===== src/rtl/bcd_pkg.sv =====
// ============================================================================
// Module  : bcd_pkg
// Brief   : Shared state encoding and constants for the sequential BCD converter.
// Revision: 1.0 - initial release
// ============================================================================
`default_nettype none

package bcd_pkg;

    typedef enum logic [1:0] {
        ST_IDLE  = 2'd0,
        ST_SHIFT = 2'd1,
        ST_DONE  = 2'd2
    } state_t;

    localparam int BCD_DIGIT_W = 4;
    localparam int ADD3_THRESH = 5;
    localparam int ADD3_VAL    = 3;

    // Bit counter runs IN_W-1 down to 0
    function automatic int cnt_width(input int in_w);
        return (in_w > 1) ? $clog2(in_w) : 1;
    endfunction

endpackage

`default_nettype wire


===== src/rtl/bcd_add3.sv =====
// ============================================================================
// Module  : bcd_add3
// Brief   : Double-dabble digit corrector: adds 3 to any digit of 5 or more.
// Revision: 1.0 - initial release
// ============================================================================
`default_nettype none

module bcd_add3
    import bcd_pkg::*;
(
    input  logic [BCD_DIGIT_W-1:0] digit_i,
    output logic [BCD_DIGIT_W-1:0] digit_o
);

    always_comb begin
        digit_o = digit_i;
        if (digit_i >= BCD_DIGIT_W'(ADD3_THRESH)) begin
            digit_o = digit_i + BCD_DIGIT_W'(ADD3_VAL);
        end
    end

endmodule

`default_nettype wire


===== src/rtl/bcd_conv_seq.sv =====
// ============================================================================
// Module  : bcd_conv_seq
// Brief   : One-bit-per-clock binary-to-BCD converter with start/busy/done
//           handshake and overflow flag. Define BCD_SIGNED_EN for signed input.
// Revision: 1.0 - initial release
// ============================================================================
`default_nettype none

module bcd_conv_seq
    import bcd_pkg::*;
#(
    parameter int IN_W   = 32,
    parameter int DIGITS = 10
) (
    input  logic                            clk,
    input  logic                            rst,
    input  logic                            start_i,
    input  logic                            out_en_i,
    input  logic [IN_W-1:0]                 bin_i,
    output logic                            busy_o,
    output logic                            done_o,
    output logic [BCD_DIGIT_W*DIGITS-1:0]   bcd_o,
    output logic                            ovf_o,
    output logic                            neg_o
);

    localparam int CNT_W = cnt_width(IN_W);
    localparam int BCD_W = BCD_DIGIT_W * DIGITS;

    state_t             state_q, state_d;
    logic [IN_W-1:0]    shift_q, shift_d;
    logic [BCD_W-1:0]   work_q, work_d;
    logic [CNT_W-1:0]   cnt_q, cnt_d;
    logic               ovf_acc_q, ovf_acc_d;
    logic               sign_q, sign_d;
    logic               busy_q, busy_d;
    logic               done_q, done_d;
    logic [BCD_W-1:0]   bcd_q, bcd_d;
    logic               ovf_q, ovf_d;
    logic               neg_q, neg_d;

    logic               w_sign;
    logic [IN_W-1:0]    w_mag;
    logic [BCD_W-1:0]   w_corr;
    logic [BCD_W-1:0]   w_work_nxt;
    logic               w_ovf_nxt;

`ifdef BCD_SIGNED_EN
    // Magnitude as IN_W-bit unsigned, so the most negative value stays exact
    assign w_sign = bin_i[IN_W-1];
    assign w_mag  = w_sign ? (~bin_i + IN_W'(1)) : bin_i;
`else
    assign w_sign = 1'b0;
    assign w_mag  = bin_i;
`endif

    for (genvar g = 0; g < DIGITS; g++) begin : g_add3
        bcd_add3 u_add3 (
            .digit_i (work_q[g*BCD_DIGIT_W +: BCD_DIGIT_W]),
            .digit_o (w_corr[g*BCD_DIGIT_W +: BCD_DIGIT_W])
        );
    end

    // Bit leaving the top digit is a carry worth 10^DIGITS
    assign w_work_nxt = {w_corr[BCD_W-2:0], shift_q[IN_W-1]};
    assign w_ovf_nxt  = ovf_acc_q | w_corr[BCD_W-1];

    always_comb begin
        state_d   = state_q;
        shift_d   = shift_q;
        work_d    = work_q;
        cnt_d     = cnt_q;
        ovf_acc_d = ovf_acc_q;
        sign_d    = sign_q;
        done_d    = 1'b0;
        bcd_d     = bcd_q;
        ovf_d     = ovf_q;
        neg_d     = neg_q;

        case (state_q)
            ST_IDLE: begin
                if (start_i) begin
                    shift_d   = w_mag;
                    sign_d    = w_sign;
                    work_d    = '0;
                    ovf_acc_d = 1'b0;
                    cnt_d     = CNT_W'(IN_W - 1);
                    state_d   = ST_SHIFT;
                end
            end
            ST_SHIFT: begin
                shift_d   = {shift_q[IN_W-2:0], 1'b0};
                work_d    = w_work_nxt;
                ovf_acc_d = w_ovf_nxt;
                cnt_d     = cnt_q - 1'b1;
                if (cnt_q == '0) begin
                    state_d = ST_DONE;
                    done_d  = 1'b1;
                    bcd_d   = w_work_nxt;
                    ovf_d   = w_ovf_nxt;
                    neg_d   = sign_q;
                end
            end
            ST_DONE: begin
                state_d = ST_IDLE;
            end
            default: begin
                state_d = ST_IDLE;
            end
        endcase

        busy_d = (state_d == ST_SHIFT);
    end

    always_ff @(posedge clk or posedge rst) begin
        if (rst) begin
            state_q   <= ST_IDLE;
            shift_q   <= '0;
            work_q    <= '0;
            cnt_q     <= '0;
            ovf_acc_q <= 1'b0;
            sign_q    <= 1'b0;
            busy_q    <= 1'b0;
            done_q    <= 1'b0;
            bcd_q     <= '0;
            ovf_q     <= 1'b0;
            neg_q     <= 1'b0;
        end else begin
            state_q   <= state_d;
            shift_q   <= shift_d;
            work_q    <= work_d;
            cnt_q     <= cnt_d;
            ovf_acc_q <= ovf_acc_d;
            sign_q    <= sign_d;
            busy_q    <= busy_d;
            done_q    <= done_d;
            bcd_q     <= bcd_d;
            ovf_q     <= ovf_d;
            neg_q     <= neg_d;
        end
    end

    assign busy_o = busy_q;
    assign done_o = done_q;
    assign bcd_o  = out_en_i ? bcd_q : '0;
    assign ovf_o  = ovf_q;
    assign neg_o  = neg_q;

endmodule

`default_nettype wire


===== config.mk =====
export PLATFORM = sky130hd
export DESIGN_NAME = bcd_conv_seq
export DESIGN_NICKNAME = d
export VERILOG_FILES = /design/src/rtl/bcd_pkg.sv /design/src/rtl/bcd_add3.sv /design/src/rtl/bcd_conv_seq.sv
export SDC_FILE = /design/constraint.sdc
export NUM_CORES = 1
export LEC_CHECK = 0
export BUFFER_PORTS_ARGS = -buffer_cell sky130_fd_sc_hd__buf_2
export CORE_MARGIN = 4
export CORE_UTILIZATION = 43
export DETAILED_ROUTE_END_ITERATION = 7
export GPL_TIMING_DRIVEN = 0
export PLACE_DENSITY_LB_ADDON = 0.15
export SLEW_MARGIN = 20
export SYNTH_ARGS = -nofsm -noshare
export SYNTH_HDL_FRONTEND = slang
export SYNTH_SLANG_ARGS = --single-unit

===== constraint.sdc =====
create_clock -name clk -period 3.39 [get_ports clk]
set_input_delay 0.1695 -clock clk [delete_from_list [all_inputs] [get_ports clk]]
set_output_delay 0.1695 -clock clk [all_outputs]
set_load 0.05 [all_outputs]

==> run summary, run 1 <==
Derived from the worst setup path, the maximum achievable clock frequency is 432.0 MHz. The area enclosed by the die boundary came out at 16450 um2. The setup clock skew after layout is 0.006257 ns. The number of antenna cells inserted is 0. The run finished with clean final reports.

The leakage power came out at 3.615 nW. The family with the most delay on the worst path is simple AND/OR/NAND/NOR gates. The worst setup path is captured at a flop. The ratio of routed vias to standard cells is about 5.4. Buffers added to address setup during post-CTS repair amount to 0. TritonCTS built the clock tree. The detailed router placed 4944 vias in this run. The tree is rooted in a clkbuf_16. The post-place setup slack is roughly 1.1 ns.

The part of the cycle the worst path needs came out at 68.29%. After floorplanning, the core was sized to cover around 14000 um2. The transition at the pin with the smallest max-transition slack came out at 0.7038 ns.

The count of warnings emitted by yosys is 0. After the last flow step, the layout net total stands at 785. The overall die width is 128.3 um. In this run the count of I/O pins placed on the die edge is 80. The clock-pin slew on the worst setup and hold paths is roughly 0.060 ns. Hold repair after CTS inserted 2 buffers. The final wirelength is between 15 and 20 mm. The ratio of total power to cell area is 950.1 nW/um2. The kind of start point of the critical path is a flop. The share of final-layout standard cells stronger than drive strength 1 came out at between 10% and 20%.

The initial antenna violation count was 0. After technology mapping, the gate count stands at ~630. Data on the critical path arrives at its endpoint at 2.58 ns. The commonest register cell after synthesis is dfrtp_1. The length of the first detailed-routing pass in iterations came out at 5.

The number of synthesized flops with an enable pin came out at 0. The post-synthesis sequential area ratio came out at around half. The cell area after technology mapping is 6220 um2. The initial detailed-routing violation count is between 300 and 400. For this configuration, the core starts out at a cell density of roughly 44%.

In the post-synthesis netlist, the biggest area contributors are dfrtp_1, o21ai_0, a21oi_1. The maximum level of the CTS H-tree is 4. The final weighted congestion in routability-driven placement is 0.8404. The final count of hold timing violations is 0.

The final period demand of the worst path is 2.315 ns. The tool flagged a number of max-cap violations equal to 0. The max-slew violation count came out at 0. The number of setup violations in the final report is 0. dfrtp_1 is the most common cell in the netlist. STA puts the critical path data required time at 3.66 ns.

Measured against its own limit, the worst slew margin works out to 53.08%. The worst hold slack after final layout is 0.03364 ns. Detailed placement ended at an HPWL of 10.73 mm. The layout-stage area growth over the synthesis result came out at 21.57%.

Counting the buffers created by CTS gives 17. The tightest min-delay check is of the in2reg type. The count of buffers added on input and output ports is 77.

The average wire length per cell after detail routing is 16.52 um. The first global-routing pass estimated 25.26 mm of wire. The floorplan die height came out at 128.3 um.

The final global-route overflow total came out at 0. The longest clock path from root to sink contains 2 buffers. At the end of the flow the core is filled with cells to a little over half. The number of buffers and inverters on the critical path is 3.

Setup repair after global routing left no endpoint under its margin. The total negative slack for setup checks is 0 ns. The post-synthesis cell type with the largest combined area is dfrtp_1. The synthesized design devotes to its leading area cell type roughly half of total area. The source-to-sink clock delay at the later pin of the worst-skew pair came out at 0.42 ns. The count of distinct cell types in the synthesized netlist came out at 34. The commonest cells after synthesis are dfrtp_1, o21ai_0, a21oi_1. The DRC violations left came out at 0. The delay contributed by the slowest stage of the critical path is about 0.4 ns. After synthesis, the share of flip-flops with an asynchronous set or reset is between 90% and 100%. The number of cell rows is 43. Walking the worst path, the cells encountered are inv_1 > ha_1 > or3b_4 > or3_1 > buf_2 > clkbuf_1 > nand2_1 > o21ai_0. The post-layout worst setup margin came out at 1.075 ns.

The number of cells upsized or downsized after cts is 0. The remaining number of nets flagged by the antenna check after routing is 0. The standard cell with the maximum stage delay on the critical path is dfrtp_1.

The pin count of the biggest net entering global routing is 33. In the global route stage, overall resource usage came out at between 10% and 20%. The synthesized area per cell came out at 9.936 um2. By startpoint and endpoint, the worst setup path is classified as reg2reg. Synthesis produced a netlist with a net count of around 700. The maximum VDD drop is 0.0003932 V. The number of clock sinks seen by CTS came out at 123. The synthesized flop and latch total is ~120. In this run the worst path has a maximum fanout of 10. The via count of the first global-routing pass came out at 5028. Power comes to 7.184 mW.
## final timing paths
path | slack (ns) | end | start | cells after the start
setup / recovery | 1.08 | bcd_q[20] | cnt_q[0] | 8
hold / removal | 0.03 | shift_q[22] | bin_i[22] | 3
setup reg to reg | 1.08 | bcd_q[20] | cnt_q[0] | 8
hold reg to reg | 0.47 | bcd_q[8] | bcd_q[8] | 2
max in group asynchronous | 2.34 | work_q[29] | rst | 5
min in group asynchronous | 0.32 | bcd_q[2] | rst | 3
## registers in the layout, summed over array words and instances, names as in the netlist
signal and flops:
busy_o 1, ovf_o 1, state_q 2, cnt_q 5, bcd_q 40, done_o 1
shift_q 32, ovf_acc_q 1, work_q 40
## cell families (layout without fill, tap and decap cells)
kind of cell	after synthesis	in the layout	synth area share (%)
AO/OA/AOI/OAI	194	194	17.94
AND/OR/NAND/NOR	180	180	16.70
flip-flops	123	123	49.49
buffers and inverters	66	181	4.828
multiplexers	30	30	5.210
adder cells (fa/ha/maj)	21	21	4.224
XOR/XNOR	11	11	1.549
other	1	1	0.06029
## power by group
part,internal [mW],switching (mW)
registers,2.09,0.486
clock network,1.23,0.638
logic,1.13,1.60
total,4.46,2.73
## stage by stage
stage,area [um2],cells
global route,7561,921
floorplan,6223,626
global placement,6834,883
CTS,7561,921
detailed placement,6922,887
finish,7561,921
## final cells by class
class	count	area (um2)
fill	1246	6481
sequential	123	3078
multi-input combinational	437	2841
clock buffer	26	539.3
timing repair buffer	83	493.0
tap	180	225.2
buffer	41	201.4
inverter	25	102.6
clock inverter	6	80.08
## worst min-delay path, delay by kind of cell
| family | cells | cell delay (ns) |
|---|---|---|
| AOI/OAI and AO/OA | 2 | 0.16 |
| buffers and inverters | 1 | 0.07 |
## layout by cell type (no fill, tap or decap), types with 4 or more instances in the layout
master / netlist / final
and3b_1: 13 / 13
mux2_1: 6 / 6
o21ai_0: 88 / 88
mux2i_1: 11 / 11
a31oi_1: 11 / 11
nor3b_1: 10 / 10
xnor2_1: 11 / 11
nor2b_1: 21 / 21
inv_1: 24 / 23
clkbuf_16: 0 / 17
clkbuf_1: 32 / 33
dfrtp_1: 123 / 123
and2_1: 40 / 40
buf_2: 2 / 79
a22oi_1: 19 / 19
mux2_2: 13 / 13
nor2_1: 13 / 13
or3b_2: 10 / 10
clkbuf_8: 0 / 8
a22o_1: 21 / 21
clkinv_2: 0 / 4
nor3_1: 10 / 10
ha_1: 21 / 21
nand2b_1: 13 / 13
a21oi_1: 53 / 53
nand2_1: 47 / 47
## routing by layer
metal | global-route usage, % | share of wire [%] | up-vias
met5 | 0 | 0 | -
met4 | 7.928 | 1.9 | 0
met3 | 4.000 | 4.2 | 26
met2 | 31.05 | 47 | 112
met1 | 26.11 | 47 | 2417
li1 | - | - | 2389
Note: power is estimated with default switching activity, not from simulation.
==> run 2, diff against run 1 <==
Clock period 3.39 ns to 2.4 ns, I/O delays scaled along.
==> run summary, run 2 (synthesis gave the netlist of run 1 again) <==
The kind of critical path is reg2reg. The total negative slack for setup checks came out at 0 ns (unchanged). The final wirelength is 15.27 mm (+0.34%). The depth of the worst hold-timing path is 3 (unchanged). The setup clock skew after layout is 0.005806 ns (-0.0004518 ns). The total number of vias came to 4973 (+0.59%). The critical path data required time came to 2.70 ns (-0.96 ns).

The data arrival time of the critical path came to 2.60 ns (+0.02 ns). The average wire length per cell after detail routing is 16.42 um (-0.64%). The pin count of the biggest net entering global routing came out at 33 (unchanged). The area enclosed by the die boundary came out at 16450 um2 (unchanged). The root buffer cell chosen for the clock tree is clkbuf_16.

The final count of hold timing violations is 0 (unchanged). The final global-route overflow total is 0 (unchanged). The final period demand of the worst path is 2.297 ns (-0.01822 ns). The number of CTS-inserted buffers came out at 17 (unchanged). The floorplan die height is 128.3 um (unchanged). The initial antenna violation count came out at 0 (unchanged).

The number of cell rows came out at 43 (unchanged). The via count of the first global-routing pass came out at 5044 (+0.32%). The maximum buffer depth of the clock tree is 2 (unchanged). The DRC violations left came out at 0 (unchanged). The normalized max-slew margin is 55.10% (+2.0 points).

TritonCTS built the clock tree. The ratio of routed vias to standard cells came to 5.347 (-0.39%). The achievable clock frequency is 435.4 MHz (+0.79%). The number of clock sinks seen by CTS is 123 (unchanged). The first-pass GRT wire length is 25.34 mm (+0.30%).

The maximum VDD drop came to 0.0005613 V (+43%). The final HPWL from detailed placement came out at 10.73 mm (unchanged). The leakage power was 3.663 nW (+1.3%). The layout-stage area growth over the synthesis result is 23.23%.

In the final layout, the registers with the most flip-flops are bcd_q (40), work_q (40), shift_q (32). The part of the cycle the worst path needs came out at 95.69% (+27 points). The ratio of total power to cell area came to 1326 nW/um2 (+40%).

The post-place instance area is 6922 um2 (unchanged). The kind of end point of the critical path is a flop. The share of final-layout standard cells stronger than drive strength 1 came out at 19.73% (+0.17 points). The clock-pin slew on the worst setup and hold paths is 0.05 ns (about the same). The path with the worst hold slack has its endpoint at shift_q[19]. The worst hold path begins at bin_i[19]. The number of cell instances on the worst register-to-register path came out at 8 (unchanged). The overall die width came out at 128.3 um (unchanged). The length of the first detailed-routing pass in iterations came out at 5 (unchanged). The source-to-sink clock delay at the later pin of the worst-skew pair was 0.42 ns (about the same).

Leaving out fill and tap cells, the most frequent cells in the layout are dfrtp_1, o21ai_0, buf_2, a21oi_1, nand2_1. The number of buffers inserted by post-CTS setup repair came out at 0 (unchanged). The transition at the pin with the smallest max-transition slack is 0.6735 ns (-0.03032 ns). The final weighted congestion in routability-driven placement came out at 0.8404 (unchanged). The layout net count is 794 (+1.1%). The max-slew violation count is 0 (unchanged). The number of setup violations in the final report came out at 0 (unchanged). The initial detailed-routing violation count was 365 (-5.7%). Leaving out fill and tap cells, the most frequent cell in the layout is dfrtp_1. The total of max-cap violations came out at 0 (unchanged). The remaining number of nets flagged by the antenna check after routing came out at 0 (unchanged). The area of all placed cells without fillers was 7665 um2 (+1.4%).

The maximum level of the CTS H-tree is 4 (unchanged). The core area is 14040 um2 (unchanged). The post-layout total power came out at 10.16 mW (+41%). The flow ran to the end, and the final reports show no timing, DRC or antenna violations. The worst register-to-register path ends at bcd_q[14]. The cell total after placement came out at 887 (unchanged).

The post-place setup slack was 0.06924 ns (-0.9900 ns). The path class of the tightest hold or removal check is in2reg. The launch point of the worst reg-to-reg path is cnt_q[0].

The post-layout worst setup margin is 0.1033 ns (-0.9718 ns). The count of buffers from port buffering is 77 (unchanged). The register-to-register path setup slack came out at 0.10 ns (-0.97 ns). STA classifies the critical path startpoint as a flop. The total routing resource utilization after global routing is 19.56% (+0.034 points).

The final standard cell count with taps included and fillers excluded came out at 930 (+0.98%). The startpoint of the most critical setup path is cnt_q[0]. The number of antenna cells inserted is 0 (unchanged). The effective utilization at floorplan came out at 44.29% (unchanged). The maximum fanout along the worst path is 10 (unchanged). The top-level port count came out at 80 (unchanged). Setup repair after global routing could not meet its margin everywhere.
-- run 2: area by class of cell --
type,instances,area [um2]
buffer,41,215.2
clock buffer,26,539.3
clock inverter,6,80.08
fill,1234,6377
inverter,25,102.6
multi-input combinational,437,2841
sequential,123,3078
tap,180,225.2
timing repair buffer,92,583.1
-- run 2: how the worst max path moves through the flow --
stage | endpoint | slack (ns)
6_report | bcd_q[14] | 0.10
5_1_grt | bcd_q[21] | -0.0004
4_1_cts | bcd_q[36] | 0.06
2_1_floorplan | bcd_q[10] | 0.29
3_3_place_gp | work_q[30] | -0.1
3_5_place_dp | bcd_q[36] | 0.07
-- run 2: what timing repair did --
item	4_1_cts	5_1_grt
setup endpoints to repair	0	31
gates resized for setup	0	7
hold buffers	11	0
hold endpoints to repair	25	0
-- run 2: report_power, final --
group | internal, mW | total, mW | switching, mW
clock | 1.74 | 2.64 | 0.901
sequential | 2.96 | 3.65 | 0.690
combinational | 1.61 | 3.87 | 2.27
-- run 2: worst max-delay path, cell delays in order, from the launching register on --
cell and delay (ns):
dfrtp_1 0.40, inv_1 0.07, ha_1 0.18, or3b_4 0.40, or3_1 0.35, buf_2 0.18, clkinv_4 0.11, buf_12 0.15
mux2_2 0.34
-- run 2: per-stage QoR --
stage               hold slack [ns]  utilization, %
floorplan                    0.2527               -
global placement             0.3554           48.67
detailed placement           0.1607           49.29
CTS                        0.004443           54.49
global route                0.01780           54.58
finish                      0.01531           54.58
-- run 2: layer usage --
metal / vias to the layer above / global-route usage [%] / part of all wire (%)
met5: - / 0 / 0
met3: 29 / 4.125 / 4.5
met2: 109 / 30.92 / 47
li1: 2410 / - / -
met1: 2425 / 26.18 / 47
met4: 0 / 8.052 / 2.0
==> run 3, diff against run 2 <==
Settings changed: ABC_CLOCK_PERIOD_IN_PS set to 2100.
Clock period 2.4 ns to 2.1 ns, I/O delays scaled along.
==> run summary, run 3 (synthesis gave the netlist of run 1 again) <==
The run finished, with violations left. The checks that failed: negative setup slack. From synthesis to final layout, the design area changed by 25.55%. The fraction of power consumed by sequential logic is 36.4% (+0.5 points). The setup clock skew after layout was 0.009997 ns (+0.004192 ns). The floorplan die height came to 128.3 um (unchanged).

The area of all placed cells without fillers is 7809 um2 (+1.9%). The source-to-sink clock delay at the later pin of the worst-skew pair was 0.42 ns (about the same). The total number of vias is 5040 (+1.3%). The leakage power is 3.707 nW (+1.2%). The worst hold slack after final layout came to 0.007404 ns (-0.007901 ns). The kind of critical path is reg2reg.

The number of CTS-inserted buffers is 17 (unchanged). The top-level port count is 80 (unchanged). The post-layout worst setup margin was -0.05302 ns (-0.1564 ns). The transition at the pin with the smallest max-transition slack was 0.6857 ns (+0.01221 ns). The length of the first detailed-routing pass in iterations is 5 (unchanged). The count of buffers from port buffering was 77 (unchanged). The ratio of routed vias to standard cells is 5.367 (+0.38%). The multi-input logic area was 2920 um2 (+2.8%).

The achievable clock frequency is 464.5 MHz (+6.7%). The layout net count came to 805 (+1.4%). The normalized max-slew margin came out at 54.29% (-0.81 points). The effective utilization at floorplan came out at 44.29% (unchanged). The first-pass GRT wire length came out at 25.72 mm (+1.5%). The critical path data required time came out at 2.40 ns (-0.30 ns). The largest registers in the layout are bcd_q (40), work_q (40), shift_q (32). The number of setup violations in the final report was 18 (+18).

The total of max-cap violations came out at 0 (unchanged). The ratio of total power to cell area is 1464 nW/um2 (+10%). The maximum level of the CTS H-tree is 4 (unchanged).

The DRC violations left came to 0 (unchanged). The average wire length per cell after detail routing is 16.59 um (+1.0%). TritonCTS built the clock tree.

The switching part of the total is 38.44% (+0.50 points). In this run the clock root is driven by a clkbuf_16. The clock-pin slew on the worst setup and hold paths is 0.05 ns (about the same). The number of antenna cells inserted came out at 0 (unchanged). The register cell area after layout came out at 3078 um2 (unchanged). The overall die width came out at 128.3 um (unchanged).

Leaving out fill and tap cells, the most frequent cell in the layout is dfrtp_1. The number of cell rows came out at 43 (unchanged). The share of final-layout standard cells stronger than drive strength 1 is 20.69% (+0.95 points). The area enclosed by the die boundary is 16450 um2 (unchanged). The final count of hold timing violations came to 0 (unchanged). The data arrival time of the critical path is 2.45 ns (-0.15 ns). The post-place instance area came out at 6938 um2 (+0.23%).

The final HPWL from detailed placement is 10.72 mm (-0.15%). Setup repair after global routing could not meet its margin everywhere. The share of total power in the clock network came out at 23.4% (-2.6 points). The min-delay analysis places its worst path in the category in2reg. The core area came out at 14040 um2 (unchanged).

The combinational share of power came to 40.2% (+2.1 points). The pin count of the biggest net entering global routing came out at 32 (-3.0%). The maximum buffer depth of the clock tree is 2 (unchanged). The part of the cycle the worst path needs is 102.5% (+6.8 points). The maximum VDD drop came out at 0.0006697 V (+19%).

The switching power of the nets is 4.394 mW (+14%). The via count of the first global-routing pass was 5040 (-0.079%). The maximum fanout along the worst path is 8 (-2). STA classifies the critical path endpoint as a flop. The initial detailed-routing violation count came out at 309 (-15%). The fill cell instance count of the final layout is 1273 (+3.2%). The total routing resource utilization after global routing is 19.92% (+0.35 points).

The final global-route overflow total is 0 (unchanged). The final weighted congestion in routability-driven placement came to 0.8449 (+0.54%). In the layout the commonest cells are dfrtp_1, o21ai_0, buf_2, a21oi_1, nand2_1.

STA classifies the critical path startpoint as a flop. The max-slew violation count came out at 0 (unchanged). The number of clock sinks seen by CTS came out at 123 (unchanged). The final period demand of the worst path is 2.153 ns (-0.1436 ns). The remaining number of nets flagged by the antenna check after routing is 0 (unchanged). The internal portion of total power came out at 7.036 mW (+12%). The final wirelength came out at 15.58 mm (+2.0%).

The initial antenna violation count came out at 0 (unchanged).
## run 3: layout make-up
type	count	share of cell area, %
plain buffers	40	2.772
inverters	25	1.410
clock inverters	1	0.06409
flip-flops and latches	123	39.42
clock buffers	29	6.794
multi-input cells	437	37.40
well taps	180	2.884
repair buffers	104	9.261
## run 3: per-stage QoR
stage	cells	setup TNS, ns	power, mW	worst slack, ns	utilization, %
final	939	-0.5860	11.43	-0.05302	55.61
after global routing	939	-2.472	12.24	-0.1172	55.61
after detailed placement	887	-5.189	8.578	-0.1854	49.41
after global placement	883	-48.36	8.329	-0.3706	48.78
after CTS	940	-2.347	11.48	-0.1165	55.63
after floorplan	626	-0.01022	7.440	-0.001022	-
## run 3: per-layer routing
layer | global-route usage, % | wire length (um)
met4 | 7.491 | 260
met2 | 31.57 | 7318
met5 | 0 | 0
met3 | 4.583 | 711
met1 | 26.66 | 7289
## run 3: repair_timing
item,4_1_cts,5_1_grt
gates resized for setup,28,8
endpoints found under the setup margin,45,65
buffers inserted,4,0
cloned,1,0
endpoints found under the hold margin,31,0
hold buffers,18,0
pin swaps,2,2
## run 3: critical path: stages, from the launching register on
cell and delay, ns:
dfrtp_1 0.39, inv_1 0.07, ha_2 0.18, or3b_4 0.38
or3_4 0.44, clkinv_8 0.11, buf_12 0.15, mux2_4 0.30
## run 3: power groups by stage
stage | clock network [mW] | logic, mW | registers (mW)
after floorplan | 0 | 3.44 | 4.00
after global placement | 0 | 4.21 | 4.12
after detailed placement | 0 | 4.41 | 4.17
after CTS | 2.72 | 4.61 | 4.15
after global routing | 2.82 | 5.12 | 4.31
final | 2.68 | 4.59 | 4.16
## run 3: final timing paths
path	to	depth (start not counted)	start	slack [ns]
setup / recovery	bcd_q[6]	7	cnt_q[0]	-0.05
max in group asynchronous	work_q[20]	6	rst	0.95
hold reg to reg	bcd_q[0]	2	bcd_q[0]	0.47
hold / removal	shift_q[13]	3	bin_i[13]	0.007
min in group asynchronous	bcd_q[5]	3	rst	0.25
setup reg to reg	bcd_q[6]	7	cnt_q[0]	-0.05
